### config.mk
export PLATFORM = sky130hd
export DESIGN_NAME = imm_extend_pipe
export DESIGN_NICKNAME = d
export VERILOG_FILES = /design/src/rtl/imm_extend_pipe.sv
export SDC_FILE = /design/constraint.sdc
export NUM_CORES = 1
export LEC_CHECK = 0
export BUFFER_PORTS_ARGS = -buffer_cell sky130_fd_sc_hd__buf_2
export CAP_MARGIN = 20
export CORE_MARGIN = 2
export CORE_UTILIZATION = 49
export DETAILED_ROUTE_END_ITERATION = 10
export PLACE_DENSITY = 0.75
export SLEW_MARGIN = 15
export SYNTH_ARGS = -nofsm -noshare
export SYNTH_HDL_FRONTEND = slang
export SYNTH_SLANG_ARGS = --single-unit
export TNS_END_PERCENT = 20
### constraint.sdc
create_clock -name CLK -period 1.6 [get_ports CLK]
set_input_delay 0.24 -clock CLK [delete_from_list [all_inputs] [get_ports CLK]]
set_output_delay 0.24 -clock CLK [all_outputs]
set_load 0.02 [all_outputs]
### src/rtl/imm_extend_pipe.sv
// imm_extend_pipe
// Pipelined immediate extender sitting between decode and the ALU /
// branch-target operand muxes. The immediate is extended combinationally on
// the input side and the result (plus its tag) is stored in a two-entry
// elastic buffer: an output register (OR) and a skid register (SK).
//
// Ports
//   CLK        rising-edge clock for all state
//   Reset      synchronous, active-high; discards both buffer entries
//   in_valid   producer offers a word
//   in_ready   unit accepts a word this cycle (registered, = SK empty)
//   in_imm     raw IN_W-bit immediate
//   in_mode    0 zero-ext, 1 sign-ext, 2 upper-load, 3 sign-ext then << SHIFT
//   in_tag     sideband tag, carried unchanged
//   out_valid  result present in OR
//   out_ready  consumer takes the result this cycle
//   out_imm    extended OUT_W-bit result
//   out_tag    tag belonging to out_imm
module imm_extend_pipe #(
  parameter int IN_W  = 16,
  parameter int OUT_W = 32,
  parameter int SHIFT = 2,
  parameter int TAG_W = 5
) (
  input  logic             CLK,
  input  logic             Reset,
  input  logic             in_valid,
  output logic             in_ready,
  input  logic [IN_W-1:0]  in_imm,
  input  logic [1:0]       in_mode,
  input  logic [TAG_W-1:0] in_tag,
  output logic             out_valid,
  input  logic             out_ready,
  output logic [OUT_W-1:0] out_imm,
  output logic [TAG_W-1:0] out_tag
);

  localparam int PAD_W = OUT_W - IN_W;

  // Buffer occupancy: EMPTY (nothing), ONE (OR valid), FULL (OR and SK valid).
  typedef enum logic [1:0] {
    EMPTY = 2'd0,
    ONE   = 2'd1,
    FULL  = 2'd2
  } buf_state_t;

  buf_state_t state_q, state_d;

  logic [OUT_W-1:0] or_imm_q, or_imm_d;
  logic [TAG_W-1:0] or_tag_q, or_tag_d;
  logic [OUT_W-1:0] sk_imm_q, sk_imm_d;
  logic [TAG_W-1:0] sk_tag_q, sk_tag_d;
  logic             in_ready_q, in_ready_d;

  // ---------------------------------------------------------------------
  // Combinational extension
  // ---------------------------------------------------------------------
  logic [OUT_W-1:0] zext_imm;
  logic [OUT_W-1:0] sext_imm;
  logic [OUT_W-1:0] upper_imm;
  logic [OUT_W-1:0] shift_imm;
  logic [OUT_W-1:0] ext_imm;

  assign zext_imm  = {{PAD_W{1'b0}}, in_imm};
  assign sext_imm  = {{PAD_W{in_imm[IN_W-1]}}, in_imm};
  assign upper_imm = {in_imm, {PAD_W{1'b0}}};
  // Shift keeps OUT_W bits, so the top SHIFT bits of the sign-extended
  // value fall off the end by construction.
  assign shift_imm = sext_imm << SHIFT;

  always_comb begin
    ext_imm = zext_imm;
    unique case (in_mode)
      2'd0:    ext_imm = zext_imm;
      2'd1:    ext_imm = sext_imm;
      2'd2:    ext_imm = upper_imm;
      default: ext_imm = shift_imm;
    endcase
  end

  // ---------------------------------------------------------------------
  // Elastic buffer control
  // ---------------------------------------------------------------------
  logic in_fire;
  logic out_fire;

  assign in_fire  = in_valid && in_ready_q;
  assign out_fire = (state_q != EMPTY) && out_ready;

  always_comb begin
    state_d  = state_q;
    or_imm_d = or_imm_q;
    or_tag_d = or_tag_q;
    sk_imm_d = sk_imm_q;
    sk_tag_d = sk_tag_q;

    unique case (state_q)
      EMPTY: begin
        if (in_fire) begin
          state_d  = ONE;
          or_imm_d = ext_imm;
          or_tag_d = in_tag;
        end
      end
      ONE: begin
        if (in_fire && out_fire) begin
          // OR is drained and refilled on the same edge: no bubble.
          or_imm_d = ext_imm;
          or_tag_d = in_tag;
        end else if (in_fire) begin
          state_d  = FULL;
          sk_imm_d = ext_imm;
          sk_tag_d = in_tag;
        end else if (out_fire) begin
          state_d = EMPTY;
        end
      end
      FULL: begin
        // in_ready is low while FULL, so only the output side can move.
        if (out_fire) begin
          state_d  = ONE;
          or_imm_d = sk_imm_q;
          or_tag_d = sk_tag_q;
        end
      end
      default: begin
        state_d = EMPTY;
      end
    endcase

    // Registered ready: next-cycle ready is known from the next state, which
    // keeps in_ready free of any combinational path from out_ready.
    in_ready_d = (state_d != FULL);
  end

  always_ff @(posedge CLK) begin
    if (Reset) begin
      state_q    <= EMPTY;
      or_imm_q   <= '0;
      or_tag_q   <= '0;
      sk_imm_q   <= '0;
      sk_tag_q   <= '0;
      in_ready_q <= 1'b1;
    end else begin
      state_q    <= state_d;
      or_imm_q   <= or_imm_d;
      or_tag_q   <= or_tag_d;
      sk_imm_q   <= sk_imm_d;
      sk_tag_q   <= sk_tag_d;
      in_ready_q <= in_ready_d;
    end
  end

  assign in_ready  = in_ready_q;
  assign out_valid = (state_q != EMPTY);
  assign out_imm   = or_imm_q;
  assign out_tag   = or_tag_q;

endmodule

==> After elaboration in Yosys (flattened, before gate mapping) <==
Cells that the tools add are included.
{ "op_classes": {"add_sub_neg": 0, "multipliers": 0, "div": 0, "magnitude_cmp": 0, "eq_ne": 8, "shift": 0, "n_mux": 15, "bitwise": 1, "reduce_logical": 9} }
{ "ops": {"columns": ["operator", "n"], "rows": [
  ["one-hot mux 32 bit (3 select lines)", 2],
  ["2-to-1 mux 32 bit", 3],
  ["2-to-1 mux 5 bit", 3],
  ["one-hot mux 5 bit (3 select lines)", 1],
  ["2-to-1 mux 2 bit", 5],
  ["inequality test 2 bit, second input constant", 4],
  ["one-hot mux 2 bit (3 select lines)", 1],
  ["== test 2 x 1 -> 1 bit, second input constant", 2],
  ["== test 2 bit, second input constant", 2],
  ["logical NOT 2 bit", 2],
  ["AND reduction 4 bit", 1],
  ["logical AND 1 bit", 3],
  ["AND reduction 3 bit", 1],
  ["nonzero test 3 bit", 1],
  ["nonzero test 2 bit", 1],
  ["inverter 1 bit", 1]
]} }
{ "totals": {"reg_bits": 77, "latchBits": 0, "ram_bits": 0, "rom_bits": 0, "in_bits": 27, "out_inout_bits": 39, "word_cells": 39, "mem_count": 0} }

==> Longest topological paths before layout <==
Gate-level depths: netlist (run 1).
{ "depth": {"depth_word": 7, "depth_mapped": 7, "mapped_depth_nobuf": 4} }

==> Worst setup path after synthesis (run 1) <==
Ideal clock, no wire load.
{ "synth_path": {"path_kind": "flip-flop to flip-flop", "start": "register in_ready_q (netlist: in_ready)", "end": "register or_imm_q[17] (netlist: out_imm[17])", "setup_time_ns": 0.117, "arrival_ns": 1.545, "required_ns": 1.483, "path_slack_ns": -0.062, "path_stages_with_launch": 7, "n_path_buf": 2, "period_less_slack_ns": 1.662, "cell_sequence": "dfxtp_1 -> nand2_2 -> o31ai_4 -> nor2_1 -> buf_2 -> buf_6 -> a22o_1"} }
{ "synth_between": {"elab_chain_len": 4, "elab_cells_between_ends": 5, "cone_classes": "eq/ne: 2; reduce/logical: 3"} }
{ "synth_lines": {"columns": ["item", "line_no", "source"], "rows": [
  ["start, declared", "53", "logic in_ready_q, in_ready_d;"],
  ["start signal, assigned", "150", "in_ready_q <= in_ready_d;"],
  ["logical AND 1 bit *", "87", "assign in_fire = in_valid && in_ready_q;"],
  ["logical AND 1 bit", "106", "if (in_fire && out_fire) begin"],
  ["inequality test 2 bit (no source line)", null, null],
  ["AND reduction 4 bit (no source line) *", null, null],
  ["end signal, assigned", "146", "or_imm_q <= or_imm_d;"],
  ["end, declared", "49", "logic [OUT_W-1:0] or_imm_q, or_imm_d;"]
]} }
Every way passes the cells marked *; elsewhere a longest branch is shown, timed or not.
A chain may end at the register's enable or synchronous reset.

==> Worst setup path after layout (run 1) <==
{ "layout_path": {"start": "register state_q[1]", "end": "output out_valid"} }
{ "layout_between": {"elab_chain_len": 1} }
{ "layout_lines": {"columns": ["item", "line_no", "source"], "rows": [
  ["start, declared", "47", "buf_state_t state_q, state_d;"],
  ["start signal, assigned", "145", "state_q <= state_d;"],
  ["nonzero test 2 bit", "155", "assign out_valid = (state_q != EMPTY);"],
  ["end, declared", "32", "output logic out_valid,"]
]} }
Every way passes these cells.

==> flow_metrics.env, run 1 <==
export IMPL_worst_pin_slew_ns=0.954
export IMPL_hold_buffers=0
export IMPL_cap_violations=0
export IMPL_first_global_vias=2715
export IMPL_clk_latency_ns=0.35
export IMPL_fp_dieH_um=85.4
export IMPL_grt_overflow=0
export IMPL_crit_type="reg2out"
export IMPL_die_area_um2=7290
export IMPL_power_density_nw_per_um2=1110
export IMPL_maxSlewHeadroom_pct=36.2
export IMPL_place_congestion=0.879
export IMPL_first_pass_iters=4
export IMPL_clock_fmax_ghz=0.649
export IMPL_pin_count=66
export IMPL_dp_worst_setup_slack_ns=-0.314
export IMPL_num_vias=2957
export IMPL_reg2reg_slack_ns=0.11
export IMPL_port_buffers=65
export IMPL_grt_pass1_wl_mm=12.6
export IMPL_finalSetupViolations=0
export IMPL_diodes=0
export IMPL_place_hpwl_mm=5.32
export IMPL_whs_endpoint="sk_tag_q[4]$_SDFFE_PP0P_"
export IMPL_clock_sinks=77
export IMPL_critPathLaunchType="flip-flop"
export IMPL_worst_setup_path_end_kind="output port"
export IMPL_timing_rr_start="in_ready$_SDFF_PP1_"
export IMPL_hp_start="in_tag[4]"
export IMPL_finalNetCount=465
export IMPL_slew_violations=0
export IMPL_cts_buffers=9
export IMPL_yosys_warnings=0
export IMPL_path_clk_slew_ns=0.08
export IMPL_period_share_pct=96.3
export IMPL_hold_ws_ns=0.137
export IMPL_min_path_type="in2reg"
export IMPL_cts_root_buffer="clkbuf_8"
export IMPL_tns_ns=0
export IMPL_row_count=29
export IMPL_fin_worst_skew_ns=0.0113
export IMPL_grt_max_degree=62
export IMPL_yosys_area_top_type_share_pct=47.5
export IMPL_rsz0062_at_grt="no"
export IMPL_synth_seq_cells=77
export IMPL_r2r_end="sk_imm_q[28]$_SDFFE_PP0P_"
export IMPL_drive_above_1_share_pct=25.5
export IMPL_power_leakage_nw=1.74
export IMPL_nFillCells=549
export IMPL_antenna_left=0
export IMPL_drcViolationCount=0
export IMPL_synth_cell_type_count=29
export IMPL_hold_viol_final=0
export IMPL_h_tree_depth=3
export IMPL_peakVddDrop_mv=0.782
export IMPL_syn_nets=399
export IMPL_drt_wl_total_mm=7.89
export IMPL_cp_arrival_ns=1.30
export IMPL_cts_buffer_depth=2
export IMPL_hold_depth=3
export IMPL_post_drt_wl_per_cell_um=15.2
export IMPL_area_delta_synth_final_pct=21.9
export IMPL_outcome="finished clean"
export IMPL_grt_usage_pct=21.4
export IMPL_first_iter_violations=219
export IMPL_crit_fanout=7
export IMPL_post_route_min_period_ns=1.54
export IMPL_cts_tree="yes"
export IMPL_crit_required_ns=1.36
export IMPL_synth_area_per_cell_um2=8.72
export IMPL_antenna_found_initial=0
export IMPL_syn_inst=372
export IMPL_syn_area_um2=3240
export IMPL_setup_ws_ns=0.0591
export IMPL_synth_top_area_cell="dfxtp_1"
export IMPL_die_w_um=85.4
export IMPL_viasPerCell=5.69
export IMPL_reg2reg_depth=6
export IMPL_initial_core_util_pct=50.8
export IMPL_synth_seq_area_share_pct=47.5
export IMPL_core_area_um2=6390
export IMPL_synth_area_leaders="dfxtp_1, a21oi_1, a211oi_1, nor2_1, a22o_1"
## synth_stat cells
cell type	count
or3_1	1
nand2b_1	2
o22a_1	1
nand3b_1	1
or2_2	1
a22o_1	29
a22oi_1	1
a211oi_1	38
nor2b_1	17
clkbuf_1	16
nor2b_2	1
nand2_1	15
mux2_2	1
nor2_1	69
a21oi_1	64
o31ai_4	1
buf_2	11
buf_1	2
nand2_2	1
inv_1	1
and2_0	2
dfxtp_1	77
buf_4	3
o21a_1	2
mux2i_1	10
and2b_1	1
nand4b_1	1
nor3_2	1
buf_6	2
## kinds of logic after synthesis
| family | after synthesis | share of synthesized area (%) |
|---|---|---|
| AO/OA/AOI/OAI | 136 | 28.1 |
| buffers and inverters | 35 | 5.28 |
| flip-flops | 77 | 47.5 |
| multiplexers | 11 | 3.43 |
| AND/OR/NAND/NOR | 113 | 15.7 |
## stage by stage
stage / instance area (µm²) / util (%) / instances / power, mW
3_3_place_gp: 3710 / 58.0 / 501 / 2.80
4_1_cts: 3930 / 61.5 / 517 / 4.38
3_5_place_dp: 3710 / 58.0 / 501 / 2.81
5_1_grt: 3960 / 62.0 / 520 / 4.55
2_1_floorplan: 3250 / - / 372 / 2.58
6_report: 3960 / 62.0 / 520 / 4.37
## how the worst max path moves through the flow
stage	to	start	depth (start not counted)
2_1_floorplan	out_imm[17]$_SDFFE_PP0P_	state_q[0]$_SDFF_PP0_	6
3_3_place_gp	out_imm[15]$_SDFFE_PP0P_	out_ready	5
3_5_place_dp	out_imm[30]$_SDFFE_PP0P_	state_q[0]$_SDFF_PP0_	4
4_1_cts	out_imm[7]$_SDFFE_PP0P_	state_q[0]$_SDFF_PP0_	6
5_1_grt	out_imm[12]$_SDFFE_PP0P_	state_q[0]$_SDFF_PP0_	5
6_report	out_valid	state_q[1]$_SDFF_PP0_	3
## critical path, cell delays in order, from the launching register on
cell     delay [ns]
dfxtp_1        0.35
buf_4          0.17
or2_2          0.28
buf_2          0.16
## registers in the layout, indices dropped and copies added (netlist names)
register	cells
out_tag	5
sk_imm_q	32
sk_tag_q	5
state_q	2
in_ready	1
out_imm	32
## layer usage
| metal | up-vias | share of wire [%] | track usage, % |
|---|---|---|---|
| li1 | 1454 | - | - |
| met1 | 1395 | 43 | 27.3 |
| met2 | 90 | 48 | 35.2 |
| met3 | 18 | 6.2 | 6.42 |
| met4 | 0 | 2.5 | 6.06 |
| met5 | - | 0 | 0 |
## where the power goes
group,switching (mW),internal (mW)
Combinational,0.423,0.284
Clock,0.700,0.879
Sequential,0.0590,2.03
Total,1.18,3.19
## cells in the final DEF, fill, tap and decap left out, drive strengths merged, types with 4 or more instances in the layout
cell     n
nor2b   18
nand2   16
a22o    29
clkbuf  10
buf     88
clkinv   4
dfxtp   77
a211oi  38
mux2i   10
nor2    70
a21oi   64
## timing repair
item / CTS / global route
setup buffers: 0 / 2
endpoints found under the setup margin: 29 / 29
gates resized for setup: 2 / 1
pin swaps: 0 / 2
cloned: 0 / 1
## area by class of cell
cell class	instances	area, µm²	share of cell area, %
tap	77	96.3	2.44
clock buffer	10	128	3.23
timing repair buffer	88	539	13.6
clock inverter	6	87.6	2.21
multi-input combinational	261	1560	39.4
inverter	1	3.75	0.0949
sequential	77	1540	39.0
Power figures use the tool's default switching activity.
==> inputs of run 2 (changes only) <==
- ABC_AREA: not set -> 1
- CORE_UTILIZATION: 49 -> 51
- PLACE_DENSITY: 0.75 -> 0.76
==> flow_metrics.env, run 2 <==
export IMPL_critPathLaunchType="flip-flop"
export IMPL_initial_core_util_pct=53.5
export IMPL_synth_top_area_cell="dfxtp_1"
export IMPL_drcViolationCount=0
export IMPL_peakVddDrop_mv=0.497
export IMPL_die_w_um=91.7
export IMPL_hold_viol_final=0
export IMPL_clock_fmax_ghz=0.670
export IMPL_wl_met2_mm=4.50
export IMPL_cap_violations=0
export IMPL_intPower_mw=3.09
export IMPL_first_pass_iters=6
export IMPL_antenna_found_initial=0
export IMPL_hold_buffers=0
export IMPL_finalNetCount=708
export IMPL_port_buffers=65
export IMPL_crit_family="simple AND/OR/NAND/NOR gates"
export IMPL_wl_met1_mm=4.36
export IMPL_viasPerCell=5.02
export IMPL_cp_arrival_ns=1.73
export IMPL_crit_fanout=29
export IMPL_worst_pin_slew_ns=0.420
export IMPL_finalPower_mw=4.41
export IMPL_worst_setup_path_end_kind="flip-flop"
export IMPL_grt_overflow=0
export IMPL_synth_ff_type="dfxtp_1"
export IMPL_fin_worst_skew_ns=0.00480
export IMPL_syn_nets=659
export IMPL_crit_top_cell="nor2_1"
export IMPL_power_switching_mw=1.31
export IMPL_yosys_warnings=0
export IMPL_finalSetupViolations=0
export IMPL_syn_area_um2=3920
export IMPL_clock_sinks=77
export IMPL_rsz0062_at_grt="no"
export IMPL_cp_cell_sequence="inv_2 > nand3_2 > nand2_2 > buf_4 > nand3_1 > nor2_1 > nor2_1"
export IMPL_clk_latency_ns=0.34
export IMPL_post_route_min_period_ns=1.49
export IMPL_synth_area_per_cell_um2=6.20
export IMPL_crit_buf_inv=2
export IMPL_cts_root_buffer="clkbuf_8"
export IMPL_top_layer="met4"
export IMPL_drive_above_1_share_pct=15.6
export IMPL_yosysMostFrequentCell="nand2_1"
export IMPL_yosys_area_top_type_share_pct=39.3
export IMPL_antenna_left=0
export IMPL_first_iter_violations=355
export IMPL_area_delta_synth_final_pct=14.6
export IMPL_ctsResizeCount=0
export IMPL_layout_common_cells="nand2_1, nor2_1, dfxtp_1, buf_2, nand3_1"
export IMPL_synth_edf_count=0
export IMPL_grt_usage_pct=24.1
export IMPL_syn_inst=632
export IMPL_synth_area_leaders="dfxtp_1, nand2_1, nor2_1, nand3_1, a21oi_1"
export IMPL_min_path_type="in2reg"
export IMPL_grt_pass1_wl_mm=16.4
export IMPL_crit_required_ns=1.83
export IMPL_slew_violations=0
export IMPL_row_count=31
export IMPL_power_density_nw_per_um2=981
export IMPL_p_comb_share_pct=20.5
export IMPL_power_share_switching_pct=29.8
export IMPL_clkPwrFrac_pct=31.8
export IMPL_cts_tree="yes"
export IMPL_grt_max_degree=45
export IMPL_core_area_um2=7330
export IMPL_cts_buffer_depth=2
export IMPL_ys_top_cells_by_count="nand2_1, nor2_1, dfxtp_1, nand3_1, a21oi_1"
export IMPL_utilization_pct=61.3
export IMPL_synthArstFlopShare_pct=0
export IMPL_final_cell_area_um2=4490
export IMPL_synth_seq_cells=77
export IMPL_power_leakage_nw=2.24
export IMPL_maxSlewHeadroom_pct=72.0
export IMPL_drt_wl_total_mm=9.63
export IMPL_synth_seq_area_share_pct=39.3
export IMPL_num_vias=3943
export IMPL_critPathMaxStageDelay_ns=0.33
export IMPL_cts_buffers=9
export IMPL_outcome="finished clean"
export IMPL_place_congestion=0.873
export IMPL_period_share_pct=93.3
export IMPL_placed_cell_area_um2=4300
export IMPL_diodes=0
export IMPL_die_area_um2=8410
export IMPL_place_hpwl_mm=6.47
export IMPL_post_drt_wl_per_cell_um=12.3
export IMPL_first_global_vias=3450
export IMPL_pin_count=66
export IMPL_crit_type="reg2reg"
export IMPL_post_cts_buffers=0
export IMPL_synth_cell_type_count=19
export IMPL_seq_power_share_pct=47.6
export IMPL_h_tree_depth=3
export IMPL_crit_slowest_cell="dfxtp_1"
export IMPL_tns_ns=0
export IMPL_path_clk_slew_ns=0.07
export IMPL_fp_dieH_um=91.7
export IMPL_dr_wl_met3_um=575
export IMPL_layout_cells_most_common="nand2_1"
[run 2: changes by cell type after synthesis, sizes merged, moves of 10 or more]
| cell | previous run | this run |
|---|---|---|
| buf | 18 | 39 |
| inv | 1 | 50 |
| nor2 | 69 | 120 |
| clkbuf | 16 | 5 |
| a21oi | 64 | 48 |
| o21ai | 0 | 24 |
| a211oi | 38 | 0 |
| mux2i | 10 | 0 |
| nor2b | 18 | 0 |
| nand2 | 16 | 207 |
| a22o | 29 | 0 |
| nand3 | 0 | 61 |
[run 2: kinds of logic (layout without fill, tap and decap cells)]
kind of cell / after synthesis / after routing / share of synthesized area (%)
AOI/OAI and AO/OA: 73 / 73 / 9.38
and+or+nand+nor: 388 / 388 / 39.9
DFF: 77 / 77 / 39.3
buffers and inverters: 94 / 148 / 11.5
[run 2: worst paths after layout]
kind                              endpoint  cells after the start                     start  slack [ns]
hold reg to reg   sk_imm_q[1]$_SDFFE_PP0P_                      2  sk_imm_q[1]$_SDFFE_PP0P_        0.45
setup / recovery  out_imm[27]$_SDFFE_PP0P_                      7     state_q[1]$_SDFF_PP0_        0.11
setup reg to reg  out_imm[27]$_SDFFE_PP0P_                      7     state_q[1]$_SDFF_PP0_        0.11
hold / removal    sk_tag_q[1]$_SDFFE_PP0P_                      3                 in_tag[1]        0.16
[run 2: power groups by stage]
stage / sequential (mW) / combinational [mW] / clock, mW
final: 2.10 / 0.905 / 1.40
after global routing: 2.11 / 1.03 / 1.50
after CTS: 2.10 / 0.908 / 1.44
after detailed placement: 2.14 / 0.902 / 0
after global placement: 2.14 / 0.887 / 0
after floorplan: 2.25 / 0.530 / 0
[run 2: layout make-up]
type	instances	area (µm²)
clock buffers	16	190
repair buffers	82	515
well taps	99	124
inverters	50	188
flip-flops and latches	77	1540
fillers	708	2840
multi-input cells	461	1940
[run 2: through the flow]
step | hold slack (ns) | std cells | worst slack [ns]
after CTS | 0.153 | 785 | 0.145
after floorplan | 0.403 | 632 | 0.340
final | 0.160 | 785 | 0.108
after global routing | 0.164 | 785 | 0.0150
after detailed placement | 0.442 | 769 | 0.152
after global placement | 0.435 | 769 | 0.209
[run 2: worst reg2reg max path: cells and delay by family (launching register included)]
| kind | cells | cell delay, ns |
|---|---|---|
| buffers and inverters | 2 | 0.43 |
| flip-flops | 1 | 0.33 |
| AND/OR/NAND/NOR | 5 | 0.61 |
[run 2: layer usage]
layer,GRT usage [%],up-vias
met5,0,-
li1,-,2049
met3,3.37,21
met4,10.4,0
met2,38.1,131
met1,32.9,1742
==> inputs of run 3 (changes only) <==
- BUFFER_PORTS_ARGS: -buffer_cell sky130_fd_sc_hd__buf_2 -> not set
- CORE_UTILIZATION: 51 -> 57
- DONT_BUFFER_PORTS: not set -> 1
- PLACE_DENSITY: 0.76 -> 0.75
- REMOVE_ABC_BUFFERS: not set -> 1
- clock period: 1.6 -> 1.2 ns (I/O delays scaled with it)
==> flow_metrics.env, run 3 (synthesis results as in run 2) <==
export IMPL_outcome="finished, violations left"
export IMPL_violations="negative hold slack, negative setup slack"
export IMPL_finalPower_mw=5.88
export IMPL_place_hpwl_mm=6.09
export IMPL_diodes=0
export IMPL_initial_core_util_pct=58.4
export IMPL_first_iter_violations=341
export IMPL_setup_ws_ns=-0.0852
export IMPL_cp_cell_sequence="inv_6 > nand3_4 > buf_6 > nor2_4 > buf_12 > buf_8 > nand2_1 > a21oi_1"
export IMPL_row_count=30
export IMPL_layout_common_cells="nand2_1, nor2_1, dfxtp_1, nand3_1, inv_1"
export IMPL_dp_worst_setup_slack_ns=-0.0762
export IMPL_post_route_min_period_ns=1.29
export IMPL_drive_above_1_share_pct=16.7
export IMPL_pin_count=66
export IMPL_core_area_um2=6720
export IMPL_cp_arrival_ns=1.58
export IMPL_clock_fmax_ghz=0.778
export IMPL_hold_buffers=3
export IMPL_area_delta_synth_final_pct=22.4
export IMPL_crit_slowest_cell="dfxtp_4"
export IMPL_cts_root_buffer="clkbuf_8"
export IMPL_h_tree_depth=3
export IMPL_die_w_um=86.9
export IMPL_clock_sinks=77
export IMPL_crit_fanout=8
export IMPL_slew_violations=0
export IMPL_crit_required_ns=1.49
export IMPL_fp_dieH_um=86.9
export IMPL_maxSlewHeadroom_pct=77.5
export IMPL_num_vias=4081
export IMPL_drt_wl_total_mm=11.0
export IMPL_min_path_type="in2reg"
export IMPL_layout_cells_most_common="nand2_1"
export IMPL_first_pass_iters=6
export IMPL_antenna_found_initial=0
export IMPL_hold_ws_ns=-0.135
export IMPL_port_buffers=0
export IMPL_finalSetupViolations=69
export IMPL_fin_worst_skew_ns=0.0108
export IMPL_grt_overflow=0
export IMPL_viasPerCell=5.49
export IMPL_grt_pass1_wl_mm=16.5
export IMPL_crit_type="reg2reg"
export IMPL_power_leakage_nw=2.28
export IMPL_clk_latency_ns=0.36
export IMPL_critPathLaunchType="flip-flop"
export IMPL_power_density_nw_per_um2=1220
export IMPL_drcViolationCount=0
export IMPL_post_drt_wl_per_cell_um=14.8
export IMPL_path_clk_slew_ns=0.08
export IMPL_worst_pin_slew_ns=0.338
export IMPL_critPathMaxStageDelay_ns=0.37
export IMPL_hold_viol_final=19
export IMPL_antenna_left=0
export IMPL_worst_setup_path_end_kind="flip-flop"
export IMPL_grt_max_degree=43
export IMPL_place_congestion=0.911
export IMPL_peakVddDrop_mv=0.911
export IMPL_first_global_vias=3493
export IMPL_cts_buffer_depth=2
export IMPL_die_area_um2=7560
export IMPL_cts_buffers=9
export IMPL_cap_violations=0
export IMPL_finalNetCount=687
export IMPL_cts_tree="yes"
export IMPL_rsz0062_at_grt="yes"
export IMPL_grt_usage_pct=27.4
export IMPL_period_share_pct=107
run 3: worst paths after layout:
kind                            startpoint                        end  slack, ns  depth (start not counted)
hold / removal                       Reset  sk_imm_q[24]$_SDFFE_PP0P_      -0.14                          1
setup / recovery     state_q[1]$_SDFF_PP0_  sk_imm_q[18]$_SDFFE_PP0P_      -0.09                          8
setup reg to reg     state_q[1]$_SDFF_PP0_  sk_imm_q[18]$_SDFFE_PP0P_      -0.09                          8
hold reg to reg   sk_imm_q[1]$_SDFFE_PP0P_   sk_imm_q[1]$_SDFFE_PP0P_       0.45                          2
run 3: timing repair:
action                                 in CTS  in global routing
endpoints found under the hold margin      21                 18
pin swaps                                   5                 13
cloned                                      3                  5
gates resized for setup                    23                 37
setup endpoints to repair                  75                 77
setup buffers                               1                  1
run 3: area by class of cell:
type | instances | area (µm²)
Timing Repair Buffer | 61 | 739
Sequential cell | 77 | 1550
Tap cell | 80 | 100
Clock inverter | 2 | 10.0
Inverter | 50 | 193
Fill cell | 562 | 1920
Multi-Input combinational cell | 461 | 2050
Clock buffer | 12 | 155
run 3: routing by layer:
| layer | track usage (%) | part of all wire (%) |
|---|---|---|
| met5 | 0 | 0 |
| met2 | 45.6 | 47 |
| met1 | 35.4 | 40 |
| met4 | 7.81 | 2.4 |
| met3 | 6.54 | 10 |
run 3: metrics by stage:
step | instance area (µm²) | util [%] | setup TNS, ns | std cells
floorplan | 3660 | - | -41.63 | 588
global placement | 4230 | 62.9 | -0.0216 | 716
detailed placement | 4230 | 62.9 | -1.65 | 716
CTS | 4530 | 67.4 | -1.36 | 737
global route | 4800 | 71.5 | -6.01 | 743
finish | 4800 | 71.5 | -1.98 | 743
run 3: worst max-delay path: cells and delay by family (launching register included):
family	cells	cell delay (ns)
flops	1	0.37
simple gates	3	0.22
compound gates	1	0.13
buf+inv	4	0.49
run 3: where the power goes:
group | internal (mW) | total [mW] | switching, mW | leakage, nW
Clock | 0.836 | 1.77 | 0.930 | 0.0881
Sequential | 2.72 | 2.86 | 0.139 | 0.632
Combinational | 0.529 | 1.26 | 0.727 | 1.56
Total | 4.08 | 5.88 | 1.80 | 2.28
